## config.mk

```make
export PLATFORM = sky130hd
export DESIGN_NAME = data_mem_access_unit
export DESIGN_NICKNAME = d
export VERILOG_FILES = /design/src/rtl/data_mem_access_unit.sv
export SDC_FILE = /design/constraint.sdc
export NUM_CORES = 1
export LEC_CHECK = 0
export CAP_MARGIN = 10
export CORE_ASPECT_RATIO = 0.75
export CORE_MARGIN = 3
export CORE_UTILIZATION = 44
export CTS_CLUSTER_SIZE = 14
export DETAILED_ROUTE_END_ITERATION = 10
export PLACE_DENSITY = 0.81
export SETUP_SLACK_MARGIN = 0.02
export SYNTH_ARGS = -nofsm -noshare
export SYNTH_HDL_FRONTEND = slang
export SYNTH_SLANG_ARGS = --single-unit
```

## constraint.sdc

```tcl
create_clock -name clk -period 1.9 [get_ports clk]
set_clock_uncertainty 0.15 [all_clocks]
set_input_delay 0.38 -clock clk [delete_from_list [all_inputs] [get_ports clk]]
set_output_delay 0.38 -clock clk [all_outputs]
set_load 0.02 [all_outputs]
```

## src/rtl/data_mem_access_unit.sv

```systemverilog
// data_mem_access_unit: MEM-stage master for a word-wide, big-endian,
// byte-addressed data memory with fixed access latency and no acknowledge.
// Serves one load/store at a time; sub-word stores are read-modify-write.
// Ports:
//   clk, rst_n                  clock (rising edge), async active-low reset
//   req_valid/write/size/signed/addr/wdata   request from the pipeline
//   busy                        high whenever the unit is not idle
//   resp_valid/error/rdata      one-cycle completion pulse, error flag, load data
//   mem_address/write_data      word-aligned address and store word to memory
//   mem_read/mem_write          access strobes (never both high)
//   mem_data                    read word from memory (byte at address in 31:24)
module data_mem_access_unit #(
  parameter int unsigned MEM_LATENCY = 2,
  parameter int unsigned MEM_BYTES   = 2048
) (
  input  logic        clk,
  input  logic        rst_n,
  input  logic        req_valid,
  input  logic        req_write,
  input  logic [1:0]  req_size,
  input  logic        req_signed,
  input  logic [31:0] req_addr,
  input  logic [31:0] req_wdata,
  output logic        busy,
  output logic        resp_valid,
  output logic        resp_error,
  output logic [31:0] resp_rdata,
  output logic [31:0] mem_address,
  output logic [31:0] mem_write_data,
  output logic        mem_read,
  output logic        mem_write,
  input  logic [31:0] mem_data
);

  localparam int unsigned CNT_W = (MEM_LATENCY > 1) ? $clog2(MEM_LATENCY) : 1;
  localparam logic [CNT_W-1:0] CNT_LOAD = CNT_W'(MEM_LATENCY - 1);

  typedef enum logic [2:0] {
    S_IDLE  = 3'd0,
    S_RD    = 3'd1,
    S_MERGE = 3'd2,
    S_WR    = 3'd3,
    S_RESP  = 3'd4
  } state_t;

  state_t           r_state, w_state_nxt;
  logic [CNT_W-1:0] r_cnt, w_cnt_nxt;

  // latched request fields
  logic        r_write, w_write_nxt;
  logic [1:0]  r_size, w_size_nxt;
  logic        r_signed, w_signed_nxt;
  logic [1:0]  r_off, w_off_nxt;
  logic [15:0] r_wdata, w_wdata_nxt;
  logic [31:0] r_old, w_old_nxt;

  // registered outputs
  logic        r_busy, w_busy_nxt;
  logic        r_resp_valid, w_resp_valid_nxt;
  logic        r_resp_error, w_resp_error_nxt;
  logic [31:0] r_resp_rdata, w_resp_rdata_nxt;
  logic [31:0] r_mem_address, w_mem_address_nxt;
  logic [31:0] r_mem_write_data, w_mem_write_data_nxt;
  logic        r_mem_read, w_mem_read_nxt;
  logic        r_mem_write, w_mem_write_nxt;

  logic w_req_err;

  // Request legality, evaluated on the live request at acceptance
  assign w_req_err = (req_size == 2'b11)
                  || ((req_size == 2'b01) && req_addr[0])
                  || ((req_size == 2'b10) && (req_addr[1:0] != 2'b00))
                  || ({req_addr[31:2], 2'b00} >= 32'(MEM_BYTES));

  // Pick the addressed byte/halfword out of a big-endian word and extend it
  function automatic logic [31:0] f_extract(input logic [31:0] word,
                                            input logic [1:0]  size,
                                            input logic [1:0]  off,
                                            input logic        sgn);
    logic [7:0]  b;
    logic [15:0] h;
    logic [31:0] res;
    case (off)
      2'd0:    b = word[31:24];
      2'd1:    b = word[23:16];
      2'd2:    b = word[15:8];
      default: b = word[7:0];
    endcase
    h = off[1] ? word[15:0] : word[31:16];
    case (size)
      2'b00:   res = sgn ? {{24{b[7]}}, b} : {24'h0, b};
      2'b01:   res = sgn ? {{16{h[15]}}, h} : {16'h0, h};
      default: res = word;
    endcase
    return res;
  endfunction

  // Replace the addressed byte/halfword of the old word with the store data
  function automatic logic [31:0] f_merge(input logic [31:0] word,
                                          input logic [1:0]  size,
                                          input logic [1:0]  off,
                                          input logic [15:0] wdata);
    logic [31:0] res;
    res = word;
    if (size == 2'b00) begin
      case (off)
        2'd0:    res[31:24] = wdata[7:0];
        2'd1:    res[23:16] = wdata[7:0];
        2'd2:    res[15:8]  = wdata[7:0];
        default: res[7:0]   = wdata[7:0];
      endcase
    end else if (off[1]) begin
      res[15:0] = wdata;
    end else begin
      res[31:16] = wdata;
    end
    return res;
  endfunction

  // State and latency counter register
  always_ff @(posedge clk or negedge rst_n) begin
    if (!rst_n) begin
      r_state <= S_IDLE;
      r_cnt   <= '0;
    end else begin
      r_state <= w_state_nxt;
      r_cnt   <= w_cnt_nxt;
    end
  end

  // Next state; the counter reloads on every RD/WR entry
  always_comb begin
    w_state_nxt = r_state;
    w_cnt_nxt   = r_cnt;
    case (r_state)
      S_IDLE: begin
        if (req_valid) begin
          if (w_req_err) begin
            w_state_nxt = S_RESP;
          end else if (req_write && (req_size == 2'b10)) begin
            w_state_nxt = S_WR;
            w_cnt_nxt   = CNT_LOAD;
          end else begin
            w_state_nxt = S_RD;
            w_cnt_nxt   = CNT_LOAD;
          end
        end
      end
      S_RD: begin
        if (r_cnt == '0) w_state_nxt = r_write ? S_MERGE : S_RESP;
        else             w_cnt_nxt   = r_cnt - CNT_W'(1);
      end
      S_MERGE: begin
        w_state_nxt = S_WR;
        w_cnt_nxt   = CNT_LOAD;
      end
      S_WR: begin
        if (r_cnt == '0) w_state_nxt = S_RESP;
        else             w_cnt_nxt   = r_cnt - CNT_W'(1);
      end
      S_RESP:  w_state_nxt = S_IDLE;
      default: w_state_nxt = S_IDLE;
    endcase
  end

  // Next values of the registered outputs and datapath, derived from the
  // upcoming state so strobes and flags line up with it
  always_comb begin
    w_write_nxt          = r_write;
    w_size_nxt           = r_size;
    w_signed_nxt         = r_signed;
    w_off_nxt            = r_off;
    w_wdata_nxt          = r_wdata;
    w_old_nxt            = r_old;
    w_busy_nxt           = (w_state_nxt != S_IDLE);
    w_mem_read_nxt       = (w_state_nxt == S_RD);
    w_mem_write_nxt      = (w_state_nxt == S_WR);
    w_resp_valid_nxt     = (w_state_nxt == S_RESP);
    w_resp_error_nxt     = 1'b0;
    w_resp_rdata_nxt     = r_resp_rdata;
    w_mem_address_nxt    = r_mem_address;
    w_mem_write_data_nxt = r_mem_write_data;
    case (r_state)
      S_IDLE: begin
        if (req_valid) begin
          w_write_nxt  = req_write;
          w_size_nxt   = req_size;
          w_signed_nxt = req_signed;
          w_off_nxt    = req_addr[1:0];
          w_wdata_nxt  = req_wdata[15:0];
          if (w_req_err) begin
            w_resp_error_nxt = 1'b1;
            w_resp_rdata_nxt = '0;
          end else begin
            w_mem_address_nxt = {req_addr[31:2], 2'b00};
            if (req_write && (req_size == 2'b10)) w_mem_write_data_nxt = req_wdata;
          end
        end
      end
      S_RD: begin
        if (r_cnt == '0) begin
          w_old_nxt = mem_data;
          if (!r_write) w_resp_rdata_nxt = f_extract(mem_data, r_size, r_off, r_signed);
        end
      end
      S_MERGE: w_mem_write_data_nxt = f_merge(r_old, r_size, r_off, r_wdata);
      S_WR: begin
        if (r_cnt == '0) w_resp_rdata_nxt = '0;
      end
      default: ;
    endcase
  end

  // Output and datapath registers
  always_ff @(posedge clk or negedge rst_n) begin
    if (!rst_n) begin
      r_write          <= 1'b0;
      r_size           <= 2'b00;
      r_signed         <= 1'b0;
      r_off            <= 2'b00;
      r_wdata          <= '0;
      r_old            <= '0;
      r_busy           <= 1'b0;
      r_resp_valid     <= 1'b0;
      r_resp_error     <= 1'b0;
      r_resp_rdata     <= '0;
      r_mem_address    <= '0;
      r_mem_write_data <= '0;
      r_mem_read       <= 1'b0;
      r_mem_write      <= 1'b0;
    end else begin
      r_write          <= w_write_nxt;
      r_size           <= w_size_nxt;
      r_signed         <= w_signed_nxt;
      r_off            <= w_off_nxt;
      r_wdata          <= w_wdata_nxt;
      r_old            <= w_old_nxt;
      r_busy           <= w_busy_nxt;
      r_resp_valid     <= w_resp_valid_nxt;
      r_resp_error     <= w_resp_error_nxt;
      r_resp_rdata     <= w_resp_rdata_nxt;
      r_mem_address    <= w_mem_address_nxt;
      r_mem_write_data <= w_mem_write_data_nxt;
      r_mem_read       <= w_mem_read_nxt;
      r_mem_write      <= w_mem_write_nxt;
    end
  end

  assign busy           = r_busy;
  assign resp_valid     = r_resp_valid;
  assign resp_error     = r_resp_error;
  assign resp_rdata     = r_resp_rdata;
  assign mem_address    = r_mem_address;
  assign mem_write_data = r_mem_write_data;
  assign mem_read       = r_mem_read;
  assign mem_write      = r_mem_write;

endmodule

```

Yosys cells after proc, flatten, opt, wreduce, memory -nomap -nowiden. Cells that the tools add are included.

Eq/ne operators: 19. Bitwise logic cells: 2. Reduce and logical (&&, ||, !) cells: 22. Add/sub/neg operators: 1. Muxes and demuxes: 36. Order comparisons: 1.

Operators with widths (number): 2-to-1 mux 32 bit (11); one-hot mux 32 bit (2 select lines) (2); one-hot mux 32 bit (3 select lines) (1); 2-to-1 mux 16 bit (3); >= comparator 32 x 12 -> 1 bit (second input constant) (1); 2-to-1 mux 8 bit (4); one-hot mux 8 bit (3 select lines) (1); 2-to-1 mux 3 bit (5); != test 2 bit (second input constant) (7); one-hot mux 3 bit (4 select lines) (1); equality test 3 x 2 -> 1 bit (second input constant) (3); nonzero test 3 bit (3); equality test 2 x 1 -> 1 bit (second input constant) (3); equality test 2 bit (second input constant) (3); equality test 3 x 1 -> 1 bit (second input constant) (2); 2-to-1 mux 1 bit (6); AND reduction 3 bit (2); AND reduction 6 bit (1); logical NOT 2 bit (2); AND reduction 2 bit (2); AND reduction 4 bit (1); nonzero test 2 bit (2); equality test 3 bit (second input constant) (1); logical AND 1 bit (3); 8 further kinds (11).

Bits in registers: 157. Logic and storage cells: 97. Output and inout port bits: 101. Bits of input ports: 103.

Longest topological paths before layout. Gate-level depths: netlist of the first run.

Depth after elaboration: 9. Gate-level depth with buffers: 8. Mapped depth without buffers: 5.

Worst setup path before layout of the first run. OpenSTA, ideal clock, no wires.

Path type: register -> register. Start: register r_size[1]. End: register r_mem_write_data[2] (netlist: mem_write_data[2]). Data arrival time: 1652 ps. Slack: -27 ps. Period minus slack after synthesis: 1927 ps. Data required time: 1625 ps. Cell stages (with the launch flop): 8. Buffers on the path: 2. Path through: dfrtp_1 buf_6 or2_1 buf_6 o21ai_4 mux2i_1 a21oi_1 mux2_4.

Longest elaborated chain between the ends: 3.

Ends and longest elaborated chain: from (decl) (RTL line 51) `logic [1:0] r_size, w_size_nxt;`; from (signal assigned) (RTL line 233) `r_size <= w_size_nxt;`; logical NOT 2 bit (RTL line 105) `if (size == 2'b00) begin`; 2-to-1 mux 32 bit (RTL line 105); one-hot mux 32 bit (2 select lines) (RTL line 183) `case (r_state)`; to (signal assigned) (RTL line 243) `r_mem_write_data <= w_mem_write_data_nxt;`; to (decl) (RTL line 63) `logic [31:0] r_mem_write_data, w_mem_write_data_nxt;`.

No other way between the ends. A chain may end at the register's enable or synchronous reset.

Worst setup path in the final report of the first run.
Start: register r_size[1]. End: register r_mem_write_data[4] (netlist: mem_write_data[4]).

The elaborated chain is that of the path after synthesis.

==> reports/results.tsv, run 1 <==
metric	value	unit
# DRC	0	
final cycle utilization of the critical path	1.02	
post-place setup slack	-0.583	ns
number of enable flip-flop cells after synthesis	0	
PnR Total Power	0.00977	W
hold_sp	req_addr[0]	
Worst R2R Setup Slack	-0.04	ns
wire length on met2	11.2	mm
cell area after synthesis	7460	µm²
Diodes inserted	0	
Setup crit end kind	flop	
r2r worst-path depth	7	
Pre-antenna DRT Iters	6	
Die Wd	156	µm
Combinational Power Share	0.215	
initial antenna violation count	0	
maximum clock rate	515	MHz
Sw Share	0.274	
crit path max fanout	9	
Routed WL	24.7	mm
Synth-to-Final Area Change	52.0	%
worst min-delay path class	in -> reg	
Die Y	119	µm
share of cells above drive strength 1	0.308	
worst skew pair latency	0.43	ns
FF+latch count, synth	157	
Slew headroom	0.646	
vias in the first global route	6273	
async set or reset register ratio after synthesis	1.00	
clock tree from TritonCTS	built	
DR WL/cell	21.9	µm
final cell count without fillers	1126	
Psw	0.00268	W
clock sink count	157	
Iteration-0 DRC Markers	490	
Avg Cell Area, Syn	11.8	µm²
failing checks	negative setup slack	
clock slew at reported path FFs	0.06	ns
Setup CP Type	reg -> reg	
hold path cells	2	
Synth Warn #	0	
WL met1	10.7	mm
first-pass GRT wire length	36.5	mm
r2r endpoint	mem_write_data[4]$_DFFE_PN0P_	
Core Region	16300	µm²
# fillers	1125	
Die ar.	18600	µm²
Num CTS Buffers	17	
critical path required time	2.07	ns
num ports	204	
Setup Viol. Count Final	9	
WHS Endpoint	r_off[0]$_DFFE_PN0P_	
# H-tree levels	4	
status	finished with violations	
final std cell area, no fill	11300	µm²
final setup margin	-0.0401	ns
row cnt	40	
RSZ-0062 raised after global routing	yes	
Worst setup SP type	flop	
HPWL Detailed	16.6	mm
Nets	1006	
global placer's final weighted congestion	0.876	
I/O Buffers	201	
placed instance count	1077	
synthesized instance count	631	
post-route ant nets	0	
Initial Util	0.458	
Most used DFF post-synth	dfrtp_1	
DR vias	6338	
largest net degree at the start of global routing	50	
Max Cap Viol	0	
Clock power frac	0.401	
GRT overflow	0	
Synth cell types	49	
Placed Instance Area	10300	µm²
worst slew pin tran	0.531	ns
peak supply drop	0.647	mV
worst path arrival time	2.11	ns
Root Driver	clkbuf_16	
gr usage total	0.256	
via-per-instance ratio	5.63	
Met3 Wirelength	2.43	mm
Final Hold Fails	0	
reg2reg start	r_size[1]$_DFFE_PN0P_	
final period demand of the worst path	1.94	ns
Longest Clk Path Bufs	2	
power density cells	861	nW/µm²
Leak	5.67	nW
post-synthesis sequential area ratio	0.526	
DR top layer	met4	
worst hold slack	0.277	ns
sequential share of power	0.384	
Max Slew Vio Count	0	
Internal	0.00709	W
[layer usage]
layer  vias up  global-route usage
li1       2797                   -
met1      3161               0.374
met2       347               0.373
met3        33              0.0776
met4         0              0.0623
met5         -                   0
[area by class of cell]
type	instances	area, µm²	area share
clock buffers	18	429	0.0378
clock inverters	14	241	0.0213
inverters	13	48.8	0.00430
multi-input cells	418	3550	0.313
flip-flops and latches	157	3930	0.347
well taps	210	263	0.0232
repair buffers	296	2880	0.253
[cell families (layout without fill, tap and decap cells)]
logic type	after synthesis	count (layout)	synth area share
buffers and inverters	58	341	0.0411
multiplexers	117	117	0.192
AND/OR/NAND/NOR	149	149	0.104
other	1	2	0.000502
AO/OA/AOI/OAI	149	150	0.136
flip-flops	157	157	0.526
[placed cells by master (no fill, tap or decap), types with 16 or more instances in the layout]
master,instances
mux2_4,39
dfrtp_1,153
clkbuf_16,19
nor2b_1,18
nand2_1,34
a21oi_1,29
o21ai_0,47
buf_12,16
o2bb2ai_1,27
buf_4,68
and2_1,22
clkdlybuf4s50_1,78
nor2_1,38
mux2_2,53
dlygate4sd2_1,115
[worst max path at each step]
stage | start | end | depth (start not counted)
6_report | r_size[1]$_DFFE_PN0P_ | mem_write_data[4]$_DFFE_PN0P_ | 7
4_1_cts | r_size[0]$_DFFE_PN0P_ | mem_write_data[5]$_DFFE_PN0P_ | 7
2_1_floorplan | r_size[1]$_DFFE_PN0P_ | mem_write_data[2]$_DFFE_PN0P_ | 7
3_3_place_gp | req_addr[18] | mem_write_data[23]$_DFFE_PN0P_ | 7
3_5_place_dp | req_addr[13] | resp_rdata[28]$_DFFE_PN0P_ | 8
5_1_grt | r_size[1]$_DFFE_PN0P_ | mem_write_data[3]$_DFFE_PN0P_ | 7
[power groups by stage]
stage,clock [W],combinational [W],sequential (W)
final,0.00391,0.00210,0.00375
after detailed placement,0,0.00198,0.00379
after floorplan,0,0.000822,0.00393
after CTS,0.00392,0.00193,0.00373
after global placement,0,0.00194,0.00378
after global routing,0.00408,0.00222,0.00378
[state kept, by name (all words and copies together) (netlist names)]
register and flops:
r_size 2, mem_address 30, resp_valid 1, r_signed 1, resp_error 1, busy 1, r_wdata 16, r_write 1
r_state 3, mem_write 1, r_off 2, resp_rdata 32, r_old 32, mem_write_data 32, mem_read 1, r_cnt 1
[cell usage after synthesis, types with 6 or more instances]
library cell,count,area (µm²)
nor2_1,39,146
dfrtp_1,157,3930
nor2b_1,18,113
inv_1,12,45.0
a21oi_1,36,180
mux2_2,57,642
buf_2,14,70.1
nor3_1,13,65.1
clkbuf_1,17,63.8
buf_6,7,78.8
mux2i_1,24,240
nand2b_1,6,37.5
o22ai_1,9,56.3
a221o_1,6,60.1
nand2_1,35,131
mux2_4,35,526
and2_1,23,144
o21ai_0,50,250
o2bb2ai_1,31,272
[critical path, stage by stage, from the launching register on]
cell and delay (ns):
dfrtp_1 0.39, or2_4 0.28, buf_12 0.14, o21ai_4 0.13
buf_12 0.16, mux2i_2 0.22, a21oi_1 0.09, mux2_4 0.27
[repair_timing]
item / in CTS / in global routing
hold endpoints to repair: 44 / 0
resized for setup: 145 / 62
setup buffers: 8 / 5
endpoints found under the setup margin: 176 / 68
gates cloned: 3 / 2
hold buffers: 1 / 0
pin swaps: 14 / 19
[through the flow]
stage,setup TNS [ns],utilization
global placement,-44.17,0.629
global route,-0.851,0.695
floorplan,-0.335,-
detailed placement,-51.49,0.629
finish,-0.191,0.695
CTS,-0.0285,0.676
Note: power is estimated with default switching activity, not from simulation.
==> run 2, diff against run 1 <==
CORE_MARGIN = default   (was 3)
==> reports/results.tsv, run 2 (synthesis gave the netlist of run 1 again) <==
metric	value	unit
status	finished with violations	
failing checks	design-rule violations	
initial antenna violation count	0	
Multi-input gate area	3380	µm²
Longest Clk Path Bufs	2	
Leak	5.49	nW
first-pass GRT wire length	34.6	mm
largest net degree at the start of global routing	44	
placed instance count	1064	
worst skew pair latency	0.43	ns
reg2reg start	r_off[0]$_DFFE_PN0P_	
Max Slew Vio Count	0	
Die Wd	152	µm
Placed Instance Area	10100	µm²
DR top layer	met4	
Die Y	115	µm
final cycle utilization of the critical path	0.984	
peak supply drop	0.691	mV
Synth-to-Final Area Change	45.7	%
gr usage total	0.263	
worst path arrival time	2.03	ns
final std cell area, no fill	10900	µm²
critical path required time	2.06	ns
Sequential Area	3940	µm²
wire length on met2	9.60	mm
r2r endpoint	resp_rdata[28]$_DFFE_PN0P_	
clock sink count	157	
worst min-delay path class	in -> reg	
Initial Util	0.458	
via-per-instance ratio	5.44	
Setup CP Type	reg -> reg	
maximum clock rate	535	MHz
Setup crit end kind	flop	
HPWL Detailed	15.6	mm
PnR Total Power	0.00936	W
worst hold slack	0.260	ns
Met3 Wirelength	1.56	mm
Diodes inserted	0	
share of cells above drive strength 1	0.268	
commonest non-fill, non-tap cell in the layout	dfrtp_1	
power density cells	861	nW/µm²
Worst R2R Setup Slack	0.03	ns
RSZ-0062 raised after global routing	yes	
DR WL/cell	20.0	µm
Setup Viol. Count Final	0	
Pre-antenna DRT Iters	9	
WL met1	10.6	mm
DR vias	6011	
Worst Setup EP	resp_rdata[28]$_DFFE_PN0P_	
Routed WL	22.1	mm
crit path max fanout	11	
Iteration-0 DRC Markers	600	
# DRC	10	
clock tree from TritonCTS	built	
Nets	984	
Worst setup SP type	flop	
Num CTS Buffers	17	
most frequent cells in the layout	dfrtp_1, dlygate4sd2_1, clkdlybuf4s50_1	
final cell count without fillers	1104	
r2r worst-path depth	6	
# H-tree levels	4	
# fillers	1301	
post-route ant nets	0	
row cnt	40	
Max Cap Viol	0	
Root Driver	clkbuf_16	
global placer's final weighted congestion	0.845	
Final Hold Fails	0	
num ports	204	
final period demand of the worst path	1.87	ns
GRT overflow	0	
setup TNS	0	ns
clock slew at reported path FFs	0.06	ns
vias in the first global route	5913	
Die ar.	17500	µm²
Core Region	16300	µm²
I/O Buffers	201	
Worst Setup SP	r_off[0]$_DFFE_PN0P_	
run 2: cell types whose count changed in the layout (fill, tap and decap cells not counted), sizes merged, moves of 2 or more:
| cell | delta |
|---|---|
| clkbuf | -2 |
| clkinvlp | +2 |
| clkinv | -2 |
| clkdlybuf4s15 | -4 |
| buf | -20 |
| dlygate4sd2 | +5 |
run 2: power breakdown:
group          leakage (nW)  internal (W)  switching, W  total (W)
registers              2.05       0.00357      0.000168    0.00373
logic                  3.13      0.000953      0.000953    0.00191
clock network         0.306       0.00236       0.00137    0.00372
run 2: stage by stage:
| stage | worst slack, ns | util |
|---|---|---|
| 3_3_place_gp | -0.447 | 0.621 |
| 6_report | 0.0302 | 0.666 |
| 3_5_place_dp | -0.482 | 0.621 |
| 5_1_grt | -0.0368 | 0.666 |
| 2_1_floorplan | -0.0267 | - |
| 4_1_cts | 0.0203 | 0.662 |
run 2: how the worst min path moves through the flow:
stage | start | endpoint | slack, ns | depth (start not counted)
after CTS | req_addr[0] | r_off[0]$_DFFE_PN0P_ | 0.25 | 2
after floorplan | rst_n | busy$_DFF_PN0_ | -0.07 | 0
after global placement | rst_n | resp_rdata[30]$_DFFE_PN0P_ | 0.15 | 1
final | req_addr[0] | r_off[0]$_DFFE_PN0P_ | 0.26 | 2
after detailed placement | rst_n | resp_rdata[13]$_DFFE_PN0P_ | 0.16 | 1
after global routing | req_addr[0] | r_off[0]$_DFFE_PN0P_ | 0.28 | 2
run 2: critical path: stages (launching register included):
cell	delay, ns
dfrtp_2	0.45
mux4_2	0.56
nand2b_1	0.13
nand2_2	0.08
o211ai_4	0.13
buf_12	0.17
o2bb2ai_1	0.08
run 2: what timing repair did:
action	4_1_cts	5_1_grt
setup endpoints to repair	160	88
gates cloned	2	1
setup buffers	4	2
pin swaps	4	6
hold buffers	1	0
hold endpoints to repair	29	0
resized for setup	141	32
run 2: layout make-up:
class	instances	share of cell area
Tap cell	210	0.0242
Inverter	13	0.00449
Clock inverter	12	0.0177
Sequential cell	157	0.362
Clock buffer	20	0.0411
Multi-Input combinational cell	417	0.311
Timing Repair Buffer	275	0.240
run 2: metal layers:
| metal | vias up | track usage |
|---|---|---|
| met4 | 0 | 0.0673 |
| met1 | 2962 | 0.399 |
| met3 | 28 | 0.0618 |
| li1 | 2743 | - |
| met2 | 278 | 0.376 |
| met5 | - | 0 |
==> run 3, diff against run 2 <==
CAP_MARGIN = 0   (was 10)
GPL_ROUTABILITY_DRIVEN = 0   (was default)
PLACE_DENSITY = default   (was 0.81)
PLACE_DENSITY_LB_ADDON = 0.12   (was default)
==> reports/results.tsv, run 3 (synthesis gave the netlist of run 1 again) <==
metric	value	unit
status	finished with violations	
failing checks	design-rule violations	
worst skew pair latency	0.43	ns
crit-path cells	dlygate4sd2_1, nor4_1, and4_4, nand2_4, buf_4, a21oi_4, buf_12, clkbuf_16, buf_4, o2bb2ai_2	
r2r endpoint	resp_rdata[11]$_DFFE_PN0P_	
final period demand of the worst path	1.88	ns
maximum clock rate	531	MHz
peak supply drop	0.591	mV
Nets	994	
worst path arrival time	2.09	ns
I/O Buffers	201	
CP most frequent cell	buf_4	
Iteration-0 DRC Markers	484	
final std cell area, no fill	11200	µm²
via-per-instance ratio	5.46	
most frequent cells in the layout	dfrtp_1, dlygate4sd2_1, clkdlybuf4s50_1	
Final Hold Fails	0	
# fillers	1241	
share of cells above drive strength 1	0.289	
Setup crit end kind	flop	
Die Wd	152	µm
final setup margin	0.0161	ns
Worst setup SP type	input port	
crit path max fanout	5	
# H-tree levels	4	
commonest non-fill, non-tap cell in the layout	dfrtp_1	
Setup Viol. Count Final	0	
Placed Instance Area	10100	µm²
placed instance count	1062	
# DRC	13	
gr usage total	0.260	
initial antenna violation count	0	
row cnt	40	
RSZ-0062 raised after global routing	yes	
CP max stage delay	0.31	ns
Setup CP Type	in -> reg	
final cell count without fillers	1114	
Synth-to-Final Area Change	49.5	%
final cycle utilization of the critical path	0.992	
r2r worst-path depth	7	
Die ar.	17500	µm²
critical path required time	2.10	ns
CP delay by family, top	buffers and inverters	
first-pass GRT wire length	34.4	mm
utilization after layout	0.684	
power density cells	854	nW/µm²
Longest Clk Path Bufs	2	
post-route ant nets	0	
GRT overflow	0	
Initial Util	0.458	
Worst R2R Setup Slack	0.02	ns
Root Driver	clkbuf_16	
num ports	204	
largest net degree at the start of global routing	42	
clock sink count	157	
worst hold slack	0.276	ns
DR WL/cell	20.1	µm
clock slew at reported path FFs	0.07	ns
Leak	5.60	nW
Pre-antenna DRT Iters	8	
post-place setup slack	-0.577	ns
Num CTS Buffers	17	
reg2reg start	r_state[2]$_DFF_PN0_	
Max Slew Vio Count	0	
Crit-path slowest cell	nor4_1	
Diodes inserted	0	
clock tree from TritonCTS	built	
Routed WL	22.4	mm
DR vias	6081	
Buf+Inv Stages, Crit Path	5	
HPWL Detailed	15.6	mm
Core Region	16300	µm²
Max Cap Viol	0	
vias in the first global route	6261	
worst min-delay path class	in -> async	
Die Y	115	µm
## run 3: area by class of cell
cell class / count / area, µm² / share of cell area
well taps: 210 / 263 / 0.0235
repair buffers: 284 / 2770 / 0.248
clock buffers: 19 / 453 / 0.0406
clock inverters: 13 / 213 / 0.0191
flip-flops and latches: 157 / 3930 / 0.352
multi-input cells: 418 / 3480 / 0.312
inverters: 13 / 48.8 / 0.00437
## run 3: worst register-to-register path, cell delays in order, from the launching register on
cell     delay (ns)
dfrtp_1        0.42
buf_6          0.16
nor3_4         0.23
buf_6          0.13
a21oi_4        0.05
buf_12         0.14
buf_12         0.13
a221o_1        0.34
## run 3: how the worst max path moves through the flow
stage                                from                             end  slack, ns  cells past startpoint
global placement             req_addr[12]  mem_write_data[28]$_DFFE_PN0P_      -0.57                      7
global route                 req_addr[18]      resp_rdata[28]$_DFFE_PN0P_      -0.03                     10
CTS                          req_addr[12]  mem_write_data[18]$_DFFE_PN0P_       0.03                      8
detailed placement           req_addr[12]  mem_write_data[12]$_DFFE_PN0P_      -0.58                      7
finish                       req_addr[18]      resp_rdata[28]$_DFFE_PN0P_       0.02                     10
floorplan           r_size[1]$_DFFE_PN0P_   mem_write_data[2]$_DFFE_PN0P_      -0.03                      7
## run 3: through the flow
step / total power [W] / setup TNS, ns
global route: 0.00988 / -0.140
CTS: 0.00943 / 0
finish: 0.00953 / 0
global placement: 0.00567 / -53.41
floorplan: 0.00475 / -0.335
detailed placement: 0.00570 / -53.22
## run 3: per-layer routing
layer,share of wire,vias up,global-route usage
met5,0,-,0
met4,0.015,0,0.0769
met3,0.072,22,0.0675
met2,0.47,269,0.426
met1,0.44,3028,0.344
li1,-,2762,-
## run 3: repair_timing
action,CTS,global route
setup endpoints to repair,175,75
pin swaps,8,27
hold endpoints to repair,32,0
hold buffers,1,0
gates resized for setup,144,45
buffers inserted,2,14
gates cloned,2,5
## run 3: report_power, final
part           internal (W)  switching (W)  leakage, nW  total (W)
combinational      0.000992       0.000983         3.22    0.00198
clock               0.00241        0.00141        0.321    0.00382
sequential          0.00356       0.000169         2.06    0.00373
total               0.00696        0.00256         5.60    0.00953
